### src/rtl/iec_sd_responder.sv
// Sector server for the iec_drive complex: grants one drive at a time (round-robin) and
// streams its 512-byte blocks between the drive buffer and a byte-wide image memory.
module iec_sd_responder #(
  parameter int DRIVES = 2,
  parameter int MEM_AW = 27,
  localparam int NDR = (DRIVES < 1) ? 1 : ((DRIVES > 4) ? 4 : DRIVES)
) (
  input  logic              clk_sys,
  input  logic              reset,
  input  logic [31:0]       sd_lba       [NDR],
  input  logic [5:0]        sd_blk_cnt   [NDR],
  input  logic [NDR-1:0]    sd_rd,
  input  logic [NDR-1:0]    sd_wr,
  output logic [NDR-1:0]    sd_ack,
  output logic [13:0]       sd_buff_addr,
  output logic [7:0]        sd_buff_dout,
  input  logic [7:0]        sd_buff_din  [NDR],
  output logic              sd_buff_wr,
  input  logic [NDR-1:0]    img_readonly,
  output logic [MEM_AW-1:0] mem_addr,
  output logic              mem_req,
  output logic              mem_we,
  output logic [7:0]        mem_wdata,
  input  logic [7:0]        mem_rdata,
  input  logic              mem_ack
);

  typedef enum logic [2:0] {
    S_IDLE, S_RD_REQ, S_RD_WAIT, S_RD_PUT, S_WR_ADDR, S_WR_LAT, S_WR_REQ, S_DONE
  } state_t;

  state_t      state_reg, state_next;
  logic [1:0]  sel_reg, rr_reg;
  logic [31:0] lba_reg;
  logic [13:0] last_reg, off_reg;
  logic [7:0]  rdata_reg, wdata_reg;

  // Per-drive inputs widened to four slots so a 2-bit selector indexes them for any NDR.
  logic [31:0] lba_pad [4];
  logic [5:0]  cnt_pad [4];
  logic [7:0]  din_pad [4];
  logic [3:0]  rd_pad, wr_pad, ro_pad, req_pad;

  genvar gi;
  generate
    for (gi = 0; gi < 4; gi++) begin : g_pad
      if (gi < NDR) begin : g_on
        assign lba_pad[gi] = sd_lba[gi];
        assign cnt_pad[gi] = sd_blk_cnt[gi];
        assign din_pad[gi] = sd_buff_din[gi];
        assign rd_pad[gi]  = sd_rd[gi];
        assign wr_pad[gi]  = sd_wr[gi];
        assign ro_pad[gi]  = img_readonly[gi];
      end else begin : g_off
        assign lba_pad[gi] = '0;
        assign cnt_pad[gi] = '0;
        assign din_pad[gi] = '0;
        assign rd_pad[gi]  = 1'b0;
        assign wr_pad[gi]  = 1'b0;
        assign ro_pad[gi]  = 1'b0;
      end
    end
  endgenerate

  assign req_pad = rd_pad | wr_pad;

  // Scan from the far end back toward rr+1 so the drive right after rr wins.
  logic       grant_vld;
  logic [1:0] grant_idx;
  always_comb begin
    grant_vld = 1'b0;
    grant_idx = 2'd0;
    for (int k = NDR; k >= 1; k--) begin
      if (req_pad[2'((int'(rr_reg) + k) % NDR)]) begin
        grant_vld = 1'b1;
        grant_idx = 2'((int'(rr_reg) + k) % NDR);
      end
    end
  end

  logic [5:0] cnt_g;
  logic [4:0] nblk_m1;
  logic       ro_sel, is_last;
  assign cnt_g   = cnt_pad[grant_idx];
  assign nblk_m1 = cnt_g[5] ? 5'd31 : cnt_g[4:0];
  assign ro_sel  = ro_pad[sel_reg];
  assign is_last = (off_reg == last_reg);

  always_ff @(posedge clk_sys) begin
    if (reset) state_reg <= S_IDLE;
    else       state_reg <= state_next;
  end

  always_ff @(posedge clk_sys) begin
    if (reset) begin
      sel_reg   <= 2'd0;
      rr_reg    <= 2'd0;
      lba_reg   <= 32'd0;
      last_reg  <= 14'd0;
      off_reg   <= 14'd0;
      rdata_reg <= 8'd0;
      wdata_reg <= 8'd0;
    end else begin
      case (state_reg)
        S_IDLE: if (grant_vld) begin
          sel_reg  <= grant_idx;
          lba_reg  <= lba_pad[grant_idx];
          last_reg <= {nblk_m1, 9'h1FF};
          off_reg  <= 14'd0;
        end
        S_RD_WAIT: if (mem_ack) rdata_reg <= mem_rdata;
        S_RD_PUT:  off_reg <= off_reg + 14'd1;
        S_WR_LAT:  wdata_reg <= din_pad[sel_reg];
        S_WR_REQ:  if (mem_ack || ro_sel) off_reg <= off_reg + 14'd1;
        S_DONE:    rr_reg <= sel_reg;
        default: ;
      endcase
    end
  end

  always_comb begin
    state_next = state_reg;
    case (state_reg)
      S_IDLE:    if (grant_vld) state_next = wr_pad[grant_idx] ? S_WR_ADDR : S_RD_REQ;
      S_RD_REQ:  state_next = S_RD_WAIT;
      S_RD_WAIT: if (mem_ack) state_next = S_RD_PUT;
      S_RD_PUT:  state_next = is_last ? S_DONE : S_RD_REQ;
      S_WR_ADDR: state_next = S_WR_LAT;
      S_WR_LAT:  state_next = S_WR_REQ;
      // A write-protected image skips the memory handshake but keeps the buffer walk.
      S_WR_REQ:  if (mem_ack || ro_sel) state_next = is_last ? S_DONE : S_WR_ADDR;
      S_DONE:    state_next = S_IDLE;
      default:   state_next = S_IDLE;
    endcase
  end

  logic ack_on;
  always_comb begin
    mem_req    = 1'b0;
    mem_we     = 1'b0;
    sd_buff_wr = 1'b0;
    ack_on     = 1'b1;
    case (state_reg)
      S_IDLE, S_DONE:      ack_on = 1'b0;
      S_RD_REQ, S_RD_WAIT: mem_req = 1'b1;
      S_RD_PUT:            sd_buff_wr = 1'b1;
      S_WR_REQ: begin
        mem_req = !ro_sel;
        mem_we  = !ro_sel;
      end
      default: ;
    endcase
  end

  generate
    for (gi = 0; gi < NDR; gi++) begin : g_ack
      assign sd_ack[gi] = ack_on && (sel_reg == 2'(gi));
    end
  endgenerate

  assign sd_buff_addr = off_reg;
  assign sd_buff_dout = rdata_reg;
  assign mem_wdata    = wdata_reg;
  assign mem_addr     = MEM_AW'({lba_reg, 9'd0}) + MEM_AW'(off_reg);

endmodule

### config.mk
export PLATFORM = sky130hd
export DESIGN_NAME = iec_sd_responder
export DESIGN_NICKNAME = d
export VERILOG_FILES = /design/src/rtl/iec_sd_responder.sv
export SDC_FILE = /design/constraint.sdc
export NUM_CORES = 1
export LEC_CHECK = 0
export CELL_PAD_IN_SITES_DETAIL_PLACEMENT = 1
export CELL_PAD_IN_SITES_GLOBAL_PLACEMENT = 2
export CORE_AREA = 4 4 127 129
export CTS_CLUSTER_SIZE = 8
export DETAILED_ROUTE_END_ITERATION = 10
export DIE_AREA = 0 0 131 133
export PLACE_DENSITY = 0.89
export SLEW_MARGIN = 20
export SYNTH_ARGS = -nofsm -noshare
export SYNTH_HDL_FRONTEND = slang
export SYNTH_SLANG_ARGS = --single-unit
### constraint.sdc
create_clock -name clk_sys -period 4.12 [get_ports clk_sys]
set_input_delay 0.618 -clock clk_sys [delete_from_list [all_inputs] [get_ports clk_sys]]
set_output_delay 0.618 -clock clk_sys [all_outputs]
set_load 0.02 [all_outputs]
**Word level (Yosys, flattened, before mapping)**

Index checks and enable logic that the tools add are counted.

- Register bits: 68
- Bits of input ports: 109
- Output and inout port bits: 62
- Logic and storage cells: 86

- Add/subtract/negate cells: 4
- $lt $le $gt $ge: 6
- Equality and inequality tests: 12
- Mux-type cells: 38
- Bitwise gates (word level): 5
- Reduce and logical (&&, ||, !) cells: 13

Operators with widths:

| kind | count |
|---|---|
| binary-select mux 32 bit (select 2 bit) | 1 |
| one-hot mux 14 bit (3 select lines) | 1 |
| 2-to-1 mux 18 bit | 2 |
| 2-to-1 mux 14 bit | 2 |
| adder 27 x 14 -> 27 bit | 1 |
| one-hot mux 3 bit (8 select lines) | 1 |
| binary-select mux 8 bit (select 2 bit) | 1 |
| 2-to-1 mux 8 bit | 2 |
| 2-to-1 mux 3 bit | 5 |
| adder 14 x 1 -> 14 bit, second input constant | 1 |
| == test 14 bit | 1 |
| binary-select mux 6 bit (select 2 bit) | 1 |
| == test 3 bit, second input constant | 4 |
| 2-to-1 mux 6 bit | 2 |
| 2-to-1 mux 1 bit | 11 |
| binary-select mux 1 bit (select 2 bit) | 4 |
| < comparator 2 x 4 -> 1 bit, second input constant | 2 |
| == test 3 x 2 -> 1 bit, second input constant | 2 |
| >= comparator 3 bit, second input constant | 2 |
| < comparator 2 x 3 -> 1 bit, second input constant | 2 |
| 2-to-1 mux 2 bit | 3 |
| inequality test 2 bit, second input constant | 3 |
| NOT 2 -> 3 bit | 2 |
| AND reduction 3 bit | 2 |
| 15 further kinds | 20 |

**Longest topological paths before layout**

- Depth after elaboration: 12
- Gate-level depth with buffers: 7
- Depth with buffers taken out: 7

**Least setup slack after synthesis**

No wires, ideal clock.

- Path type: reg-to-output
- Start point: register off_reg[11], in the netlist sd_buff_addr[11]
- End point: output mem_addr[16]
- Arrival: 2.072 ns
- Slack: 1.430 ns
- Stages on the path, launching flop included: 6
- Path buffers: 0
- Cell sequence: dfxtp_1 -> ha_1 -> o21ai_0 -> o21bai_1 -> nand2_1 -> o311ai_0

- Longest elaborated chain between the ends: 1

RTL lines:

| item | RTL line | source |
|---|---|---|
| start, declared | 35 | `logic [13:0] last_reg, off_reg;` |
| start signal, assigned | 112 | `S_RD_PUT: off_reg <= off_reg + 14'd1;` |
| start signal, assigned | 114 | `S_WR_REQ: if (mem_ack \|\| ro_sel) off_reg <= off_reg + 14'd1;` |
| adder 27 x 14 -> 27 bit | 164 | `assign mem_addr = MEM_AW'({lba_reg, 9'd0}) + MEM_AW'(off_reg);` |
| end, declared | 20 | `output logic [MEM_AW-1:0] mem_addr,` |

No other way between the ends.

**Worst setup path after layout**

- Start point: register off_reg[9], in the netlist sd_buff_addr[9]
- End point: output mem_addr[21]

Same word-level chain as after synthesis.

==> impl_metrics.toml <==
[run_status]
status = "finished clean"

[timing]
rsz0062_at_grt = "no"
slew_violations = 0
post-route-period-util = 0.892
worst_hold_slack_ns = 0.499
max_freq_mhz = 272
fin_skew_ns = 0.00414
relSlewSlack = 0.343
fin_crit_ns = 3.68
setup_violations = 0
tightest_slew_ns = 0.985
final_hold_viol_count = 0
setup_tns_ns = 0

[floorplanning]
die_w_microns = 131
core_sq_um = 15000
die_h_microns = 133
die-area_sq_um = 17400
floorplan.initialDensity = 0.237
ios = 171
rows = 45

[cts]
cts.sinks = 59
clk_pin_slew_ns = 0.05
numCtsBuffers = 9
cts_tree = "done"
cts_setup_buffers = 0
clock_latency_ns = 0.32
clockRootBuffer = "clkbuf_16"
cts-hold-fix-buffers = 0
cts.path.max_buffers = 2
post_cts_resized = 0
cts-htree-levels = 3

[yosys]
synth-async-reset-ratio = 0
netlist.area_leader.share = 0.331
synthCells = 432
ys_warn_count = 0
syn_area_sq_um = 3560
yosys.area.top_type = "dfxtp_1"
syn_nets = 548
synth_edf_count = 0
syn_avg_cell_area_sq_um = 8.25
synthTopCellsByArea = "dfxtp_1 (33%), mux2i_1 (7.0%), nand2_1 (6.9%)"
synth-main-ff-cell = "dfxtp_1"
postSynthRegisterBits = 59
yosysSeqAreaShare = 0.331
synth.distinct_cells = 57

[drt]
drt_first_pass_iters = 4
drt-initial-drc-count = 183
wl_met3_microns = 747
wl_mm = 12.1
wl_met2_mm = 5.90
topRoutingLayerUsed = "met5"
ant_nets = 0
vias = 3648
via_per_inst = 4.94
wl_met1_mm = 5.17
drc = 0
wl_per_cell_microns = 16.4

[final_layout]
nets = 664
fill_cells = 1734
drive_gt1_frac = 0.0436
largest_reg_flops = 18
postLayoutCellArea_sq_um = 5260
syn_to_final_growth_pct = 47.6
antenna_cells = 0
final_util = 0.350

[placement]
port_buffers = 142
place_area_sq_um = 5010
post-dp-hpwl_mm = 9.23
routabilityCongestion = 0.828

[global_route]
grt_pass1_wl_mm = 19.4
overflow = 0
grt_usage = 0.139
antenna_found_initial = 1
grt_max_degree = 50
grt_pass1_vias = 3831

[pwr]
leakagePower_nw = 1.83
peakVddDrop_mv = 0.146
powerDensity_nw_per_um2 = 508

[critical_path]
cp_max_fo = 7
max_stage_delay_ns = 0.64
rr_worst_depth = 4
worstSetupEndpointType = "output port"
required_ns = 3.50
r2r_setup_slack_ns = 1.93
cpMaxStageDelayCell = "clkdlybuf4s50_1"
critPathKind = "flop to output port"
path_cells = "ha_1, inv_1, fa_1, nor2b_1, o31a_1, o211ai_1, xnor2_1, clkdlybuf4s50_1"
r2r_end = "sd_buff_addr[4]"
crit_start = "sd_buff_addr[9]"
startpoint_type = "flop"
cp-endpoint = "mem_addr[21]"
critPathArrivalTime_ns = 3.06
reg2reg_from = "sel_reg[0]"

[flow_run]
cap_violations = 0

[worst_hold_path]
hp-class = "flop to flop"
worst max-delay path: cells and delay by family, from the launching register on:
kind	cells	cell delay (ns)
AO/OA/AOI/OAI	2	0.50
buffers and inverters	2	0.71
flip-flops	1	0.46
adder cells (fa/ha/maj)	2	0.67
XOR/XNOR	1	0.24
AND/OR/NAND/NOR	1	0.17
Yosys cell counts (3+ instances only):
library cell and n:
nand4_1 3, ha_1 6, a21oi_1 15, buf_6 3, xor2_1 7, mux2i_1 25, nor3_1 4, and3_1 6
a211oi_1 10, buf_4 10, nor2_1 52, or4_1 8, o2111ai_1 4, nand2b_1 6, buf_1 3, xnor2_1 14
dfxtp_1 59, inv_1 11, a211o_1 3, and2_1 4, nand3_1 10, a311oi_1 24, nor4_1 5, buf_2 9
clkbuf_1 12, o31ai_1 7, nand2_1 66, o21ai_0 7
power breakdown:
| part | switching (W) | leakage [nW] | internal (W) |
|---|---|---|---|
| Combinational | 0.000622 | 1.22 | 0.000532 |
| Clock | 0.000244 | 0.122 | 0.000413 |
| Sequential | 0.000159 | 0.483 | 0.000701 |
per-stage QoR:
step | setup slack [ns] | std cells | total power [W]
3_5_place_dp | 0.793 | 725 | 0.00205
3_3_place_gp | 0.911 | 725 | 0.00201
6_report | 0.443 | 738 | 0.00267
4_1_cts | 0.398 | 738 | 0.00272
2_1_floorplan | 1.43 | 432 | 0.00161
5_1_grt | 0.218 | 738 | 0.00285
cells in the final DEF (no fill, tap or decap), types with 3 or more instances in the layout:
cell type / n
nand2b_1: 6
inv_1: 11
ha_1: 6
dfxtp_1: 59
nand2_1: 66
xnor2_1: 14
and2_1: 3
or4_1: 8
nor2_1: 52
a211o_1: 3
mux2i_1: 25
nor3_1: 4
nand4_1: 3
nand3_1: 10
xor2_1: 7
clkbuf_1: 3
o21ai_0: 7
a211oi_1: 10
and3_1: 6
clkdlybuf4s50_1: 141
o31ai_1: 7
clkbuf_16: 9
nor4_1: 5
a21oi_1: 15
a311oi_1: 24
o2111ai_1: 4
cell type report:
type | count | area [sq um] | share of cell area
Sequential cell | 59 | 1180 | 0.225
Multi-Input combinational cell | 324 | 2130 | 0.405
Tap cell | 188 | 235 | 0.0447
Clock buffer | 13 | 250 | 0.0476
Timing Repair Buffer | 143 | 1420 | 0.271
Inverter | 11 | 41.3 | 0.00785
worst min-delay path by stage:
| stage | end | slack (ns) | cells past startpoint | start |
|---|---|---|---|---|
| global route | mem_wdata[5] | 0.52 | 2 | mem_wdata[5] |
| CTS | mem_wdata[5] | 0.51 | 2 | mem_wdata[5] |
| finish | mem_wdata[5] | 0.50 | 2 | mem_wdata[5] |
| detailed placement | sd_buff_dout[1] | 0.49 | 2 | sd_buff_dout[1] |
| floorplan | lba_reg[0] | 0.48 | 2 | lba_reg[0] |
| global placement | sd_buff_dout[0] | 0.47 | 2 | sd_buff_dout[0] |
cells by family (layout without fill, tap and decap cells):
group / count (synthesis) / in the layout / synth area share
simple gates: 183 / 183 / 0.261
fa+ha+maj: 7 / 7 / 0.0267
buf+inv: 49 / 167 / 0.0720
compound gates: 88 / 88 / 0.187
xor+xnor: 21 / 21 / 0.0516
flops: 59 / 59 / 0.331
mux: 25 / 25 / 0.0702
per-layer routing:
layer  GRT usage  vias up
met5           0        -
met4      0.0554        2
met3      0.0424       23
met2       0.234       92
met1       0.164     1745
li1            -     1786
(Power assumes the default switching activity.)
